<file path="src/rtl/fb_arbiter_ctrl.sv">
// Double-buffered framebuffer controller: queues engine pixel writes, arbitrates
// one RAM port between display reads and queued writes, and swaps buffers at vsync.
module fb_arbiter_ctrl #(
    parameter int FIFO_DEPTH = 4
) (
    input  logic        Clk,
    input  logic        Reset,
    input  logic        frame_clk,
    input  logic        pix_we,
    input  logic [9:0]  pix_x,
    input  logic [9:0]  pix_y,
    input  logic [7:0]  pix_color,
    output logic        pix_ready,
    input  logic        frame_done,
    output logic        frame_start,
    output logic        buffer_using,
    input  logic        vga_re,
    input  logic [9:0]  vga_x,
    input  logic [9:0]  vga_y,
    output logic [7:0]  vga_data,
    output logic        vga_valid,
    output logic        frame_overrun,
    output logic [17:0] mem_addr,
    output logic        mem_we,
    output logic [7:0]  mem_wdata,
    input  logic [7:0]  mem_rdata,
    output logic [1:0]  fsm_state
);

    localparam int AW = $clog2(FIFO_DEPTH);
    localparam logic [AW:0] FULL_CNT = (AW+1)'(FIFO_DEPTH);

    typedef enum logic [1:0] {IDLE, DRAW, DRAIN, WAIT_VS} state_t;

    state_t        state, state_nx;
    logic [24:0]   fifo_mem [FIFO_DEPTH];
    logic [AW-1:0] wr_ptr, rd_ptr;
    logic [AW:0]   count;
    logic [24:0]   head;
    logic          in_range, push, pop;
    logic          prev_fclk, tick;
    logic          writes_idle;
    logic          start_c, overrun_c, swap_c;
    logic [1:0]    rd_pipe;

    // FIFO entry layout: {x[8:0], y[7:0], color[7:0]}
    assign head      = fifo_mem[rd_ptr];
    assign pix_ready = (count != FULL_CNT);
    assign in_range  = (pix_x < 10'd320) && (pix_y < 10'd240);
    assign push      = pix_we && pix_ready && in_range;
    assign pop       = !vga_re && (count != '0);
    assign tick      = frame_clk && !prev_fclk;
    assign writes_idle = (count == '0) && !mem_we;
    assign fsm_state = state;

    always_ff @(posedge Clk) begin
        if (push) fifo_mem[wr_ptr] <= {pix_x[8:0], pix_y[7:0], pix_color};
    end

    always_ff @(posedge Clk) begin
        if (Reset) begin
            wr_ptr <= '0;
            rd_ptr <= '0;
            count  <= '0;
        end else begin
            if (push) wr_ptr <= wr_ptr + 1'b1;
            if (pop)  rd_ptr <= rd_ptr + 1'b1;
            case ({push, pop})
                2'b10:   count <= count + 1'b1;
                2'b01:   count <= count - 1'b1;
                default: count <= count;
            endcase
        end
    end

    // Display reads always win the RAM port; the write buffer index is taken at pop time.
    always_ff @(posedge Clk) begin
        if (Reset) begin
            mem_addr  <= '0;
            mem_we    <= 1'b0;
            mem_wdata <= '0;
        end else if (vga_re) begin
            mem_addr  <= {buffer_using, vga_y[7:0], vga_x[8:0]};
            mem_we    <= 1'b0;
        end else if (pop) begin
            mem_addr  <= {~buffer_using, head[15:8], head[24:16]};
            mem_we    <= 1'b1;
            mem_wdata <= head[7:0];
        end else begin
            mem_we    <= 1'b0;
        end
    end

    always_ff @(posedge Clk) begin
        if (Reset) begin
            rd_pipe   <= '0;
            vga_valid <= 1'b0;
            vga_data  <= '0;
        end else begin
            rd_pipe   <= {rd_pipe[0], vga_re};
            vga_valid <= rd_pipe[1];
            if (rd_pipe[1]) vga_data <= mem_rdata;
        end
    end

    always_comb begin
        state_nx  = state;
        start_c   = 1'b0;
        overrun_c = 1'b0;
        swap_c    = 1'b0;
        case (state)
            IDLE: begin
                if (tick) begin
                    start_c  = 1'b1;
                    state_nx = DRAW;
                end
            end
            DRAW: begin
                if (tick)       overrun_c = 1'b1;
                if (frame_done) state_nx  = DRAIN;
            end
            DRAIN: begin
                if (tick)        overrun_c = 1'b1;
                if (writes_idle) state_nx  = WAIT_VS;
            end
            WAIT_VS: begin
                // A straggling write holds off the swap until the next tick.
                if (tick && writes_idle) begin
                    swap_c   = 1'b1;
                    start_c  = 1'b1;
                    state_nx = DRAW;
                end
            end
            default: state_nx = IDLE;
        endcase
    end

    always_ff @(posedge Clk) begin
        if (Reset) begin
            state         <= IDLE;
            prev_fclk     <= 1'b1;
            buffer_using  <= 1'b0;
            frame_start   <= 1'b0;
            frame_overrun <= 1'b0;
        end else begin
            state         <= state_nx;
            prev_fclk     <= frame_clk;
            frame_start   <= start_c;
            frame_overrun <= overrun_c;
            if (swap_c) buffer_using <= ~buffer_using;
        end
    end

endmodule

</file>
<file path="config.mk">
export PLATFORM = sky130hd
export DESIGN_NAME = fb_arbiter_ctrl
export DESIGN_NICKNAME = d
export VERILOG_FILES = /design/src/rtl/fb_arbiter_ctrl.sv
export SDC_FILE = /design/constraint.sdc
export NUM_CORES = 1
export LEC_CHECK = 0
export ABC_CLOCK_PERIOD_IN_PS = 2700
export CORE_MARGIN = 2
export CORE_UTILIZATION = 52
export CTS_CLUSTER_SIZE = 8
export DETAILED_ROUTE_END_ITERATION = 8
export MAX_ROUTING_LAYER = met4
export PLACE_DENSITY_LB_ADDON = 0.08
export SLEW_MARGIN = 20
export SYNTH_ARGS = -nofsm -noshare
export SYNTH_HDL_FRONTEND = slang
export SYNTH_SLANG_ARGS = --single-unit
</file>
<file path="constraint.sdc">
create_clock -name Clk -period 2.7 [get_ports Clk]
set_input_delay 0.675 -clock Clk [delete_from_list [all_inputs] [get_ports Clk]]
set_output_delay 0.675 -clock Clk [all_outputs]
set_load 0.03 [all_outputs]
</file>
==> results of run 1 <==
[sequential cells by signal, summed over array words and instances (netlist names), 2 cells and up, named ones only]
register   cells
fifo_mem     100
mem_addr      18
mem_wdata      8
vga_data       8
count          3
fsm_state      2
rd_pipe        2
rd_ptr         2
wr_ptr         2
[cell type report]
| type | instances | share of cell area |
|---|---|---|
| clock inverters | 5 | 0.00292 |
| flip-flops and latches | 153 | 0.526 |
| multi-input cells | 184 | 0.207 |
| well taps | 140 | 0.0227 |
| repair buffers | 128 | 0.164 |
| inverters | 26 | 0.0126 |
| clock buffers | 27 | 0.0638 |
[through the flow]
stage	utilization	instance area (um2)	hold WS, ps	worst slack [ps]	std cells
2_1_floorplan	-	5860	414	176	385
3_3_place_gp	0.658	7190	426	-327	631
3_5_place_dp	0.658	7190	429	-402	631
4_1_cts	0.705	7710	453	31.2	663
5_1_grt	0.706	7720	454	34.2	663
6_report	0.706	7720	444	125	663
[worst paths after layout]
kind | startpoint | cells past startpoint | end | slack (ps)
max reg2reg | count[0]$_SDFFE_PP0P_ | 8 | count[2]$_SDFFE_PP0P_ | 400
max | pix_y[9] | 10 | count[2]$_SDFFE_PP0P_ | 130
min | rd_pipe[0]$_SDFF_PP0_ | 1 | rd_pipe[1]$_SDFF_PP0_ | 440
min reg2reg | rd_pipe[0]$_SDFF_PP0_ | 1 | rd_pipe[1]$_SDFF_PP0_ | 440
[power breakdown]
group / internal [mW] / switching (mW) / total (mW)
clock network: 1.24 / 0.830 / 2.07
logic: 0.302 / 0.296 / 0.598
registers: 2.55 / 0.0479 / 2.60
[synthesized netlist by cell type, drive strengths merged, types with 2 or more instances]
library cell,count,share of area
and2,4,0.0043
mux4,25,0.096
nor3,2,0.0017
o21ai,3,0.0026
or3,2,0.0030
nor2b,3,0.0032
a221oi,17,0.025
inv,26,0.017
nand2b,3,0.0032
buf,9,0.011
a31oi,2,0.0021
nor4,2,0.0047
xor2,2,0.0030
mux2i,10,0.017
a21oi,29,0.025
edfxtp,100,0.51
dfxtp,53,0.18
nand2,37,0.024
xnor2,4,0.0060
ha,9,0.019
clkbuf,13,0.0085
nor2,20,0.013
[worst reg2reg max path: cells and delay by family (launching register included)]
| kind | cells | cell delay [ps] |
|---|---|---|
| compound gates | 1 | 140 |
| flops | 1 | 370 |
| fa+ha+maj | 2 | 520 |
| simple gates | 3 | 1000 |
| buf+inv | 1 | 40 |
| xor+xnor | 1 | 160 |
[layer usage]
layer / track usage / routed length (um) / vias up / share of wire
met5: - / 0 / - / 0
met4: 0.0964 / 175 / 0 / 0.016
met3: 0.0529 / 504 / 10 / 0.045
met2: 0.309 / 5360 / 81 / 0.48
met1: 0.270 / 5220 / 1685 / 0.46
li1: - / - / 1683 / -
[logic make-up after synthesis]
group / count (synthesis)
mux: 36
buf+inv: 48
compound gates: 52
fa+ha+maj: 10
simple gates: 80
xor+xnor: 6
flops: 153
[timing repair]
action                     in CTS  in global routing
hold buffers                    0                  0
setup endpoints to repair       0                  1
gates resized for setup         0                  4
==> out/metrics.yaml, run 1 <==
status: "complete, no violations"
final_common_cell: "edfxtp_1"
grt_overflow_total: 0
syn-num-nets: 457
vdd_drop_max_mv: 0.580
drive_gt1_frac: 0.172
io_buffers: 100
max_cap_violations: 0
core_area_um2: 10900
clock-sinks: 153
fillers: 742
p_leak_nw: 2.66
dr_total_vias: 3459
grt_usage: 0.207
io_pins: 104
critPathArrivalTime_ps: 2920
p_total_mw: 5.26
clock_tree.root_cell: "clkbuf_16"
cts_setup_buffers: 0
fmax_mhz: 388
worstPathMaxFanout: 2
synthFlopType: "edfxtp_1"
clk_latency_ps: 410
synth_compound_area_frac: 0.0570
muxShareOfSynthArea: 0.116
setup_tns_ps: 0
endpoint_kind: "register"
synth_top_family_by_area: "multiplexers"
cts_tree: "yes"
die_height_um: 110
synth_cell_types: 41
maxSlewHeadroom: 0.544
synthArstFlopShare: 0
synthAdderAreaFrac: 0.0226
grt_pass1_vias: 3357
synth_warnings: 0
synth.avg_cell_area_um2: 15.2
htreeDepth: 4
multi_input_area_um2: 1600
rsz0062_at_grt: "no"
grt_max_degree: 39
drt_drc_violations_left: 0
fin_skew_ps: 6.11
postRouteWirelength_um: 11300
final_net_count: 582
synth_area_um2: 5860
synth_edf_count: 100
die_x_um: 110
dieArea_um2: 12100
min_path_type: "reg2reg"
ys_seq_elements: 153
synth-xor-area-share: 0.00897
cpPeakStageDelay_ps: 410
routabilityCongestion: 0.773
syn_to_final_growth_pct: 31.8
cp_top_family: "simple AND/OR/NAND/NOR gates"
yosysSeqAreaShare: 0.694
postRouteAntennaNets: 0
synth-simple-area-share: 0.0658
period_share: 0.954
setup_violations: 0
layout_common_cells: "edfxtp_1 (100), clkdlybuf4s50_1 (99), dfxtp_1 (52), nand2_1 (36), a21oi_1 (29)"
vias_per_cell: 5.22
finalHoldViolations: 0
start_util: 0.536
clk_pin_slew_ps: 50
cp_cell_sequence: "clkdlybuf4s50_1 -> nor4b_2 -> buf_4 -> and4_4 -> inv_1 -> ha_2 -> fa_2 -> xnor2_1 -> or3_1 -> a21oi_1"
n_antenna_cell: 0
rows: 38
synth_cells: 385
worst_setup_path_start_kind: "input port"
cp_slowest_cell: "clkdlybuf4s50_1"
first_iter_violations: 234
antenna_found_initial: 0
regArea_um2: 4070
clockBufferDepth: 2
crit_type: "in2reg"
period_needed_ps: 2570
worstMarginPinSlew_ps: 684
detail_route.wl_per_cell_um: 17.0
numCtsBuffers: 17
required_ps: 3050
slew_viol_final: 0
grt_pass1_wl_um: 17400
hpwl_um: 7370
drtPass1Iterations: 6
crit_buf_inv: 3
p_per_area_nw_per_um2: 681
Power figures use the tool's default switching activity.
==> run 2: changes to the inputs <==
--- a/config.mk
+++ b/config.mk
@@ -12,7 +12,6 @@
 export DETAILED_ROUTE_END_ITERATION = 8
 export MAX_ROUTING_LAYER = met4
 export PLACE_DENSITY_LB_ADDON = 0.08
-export SLEW_MARGIN = 20
 export SYNTH_ARGS = -nofsm -noshare
 export SYNTH_HDL_FRONTEND = slang
 export SYNTH_SLANG_ARGS = --single-unit
==> results of run 2 <==
Final layout, timing and power as in run 1 (identical DEF).
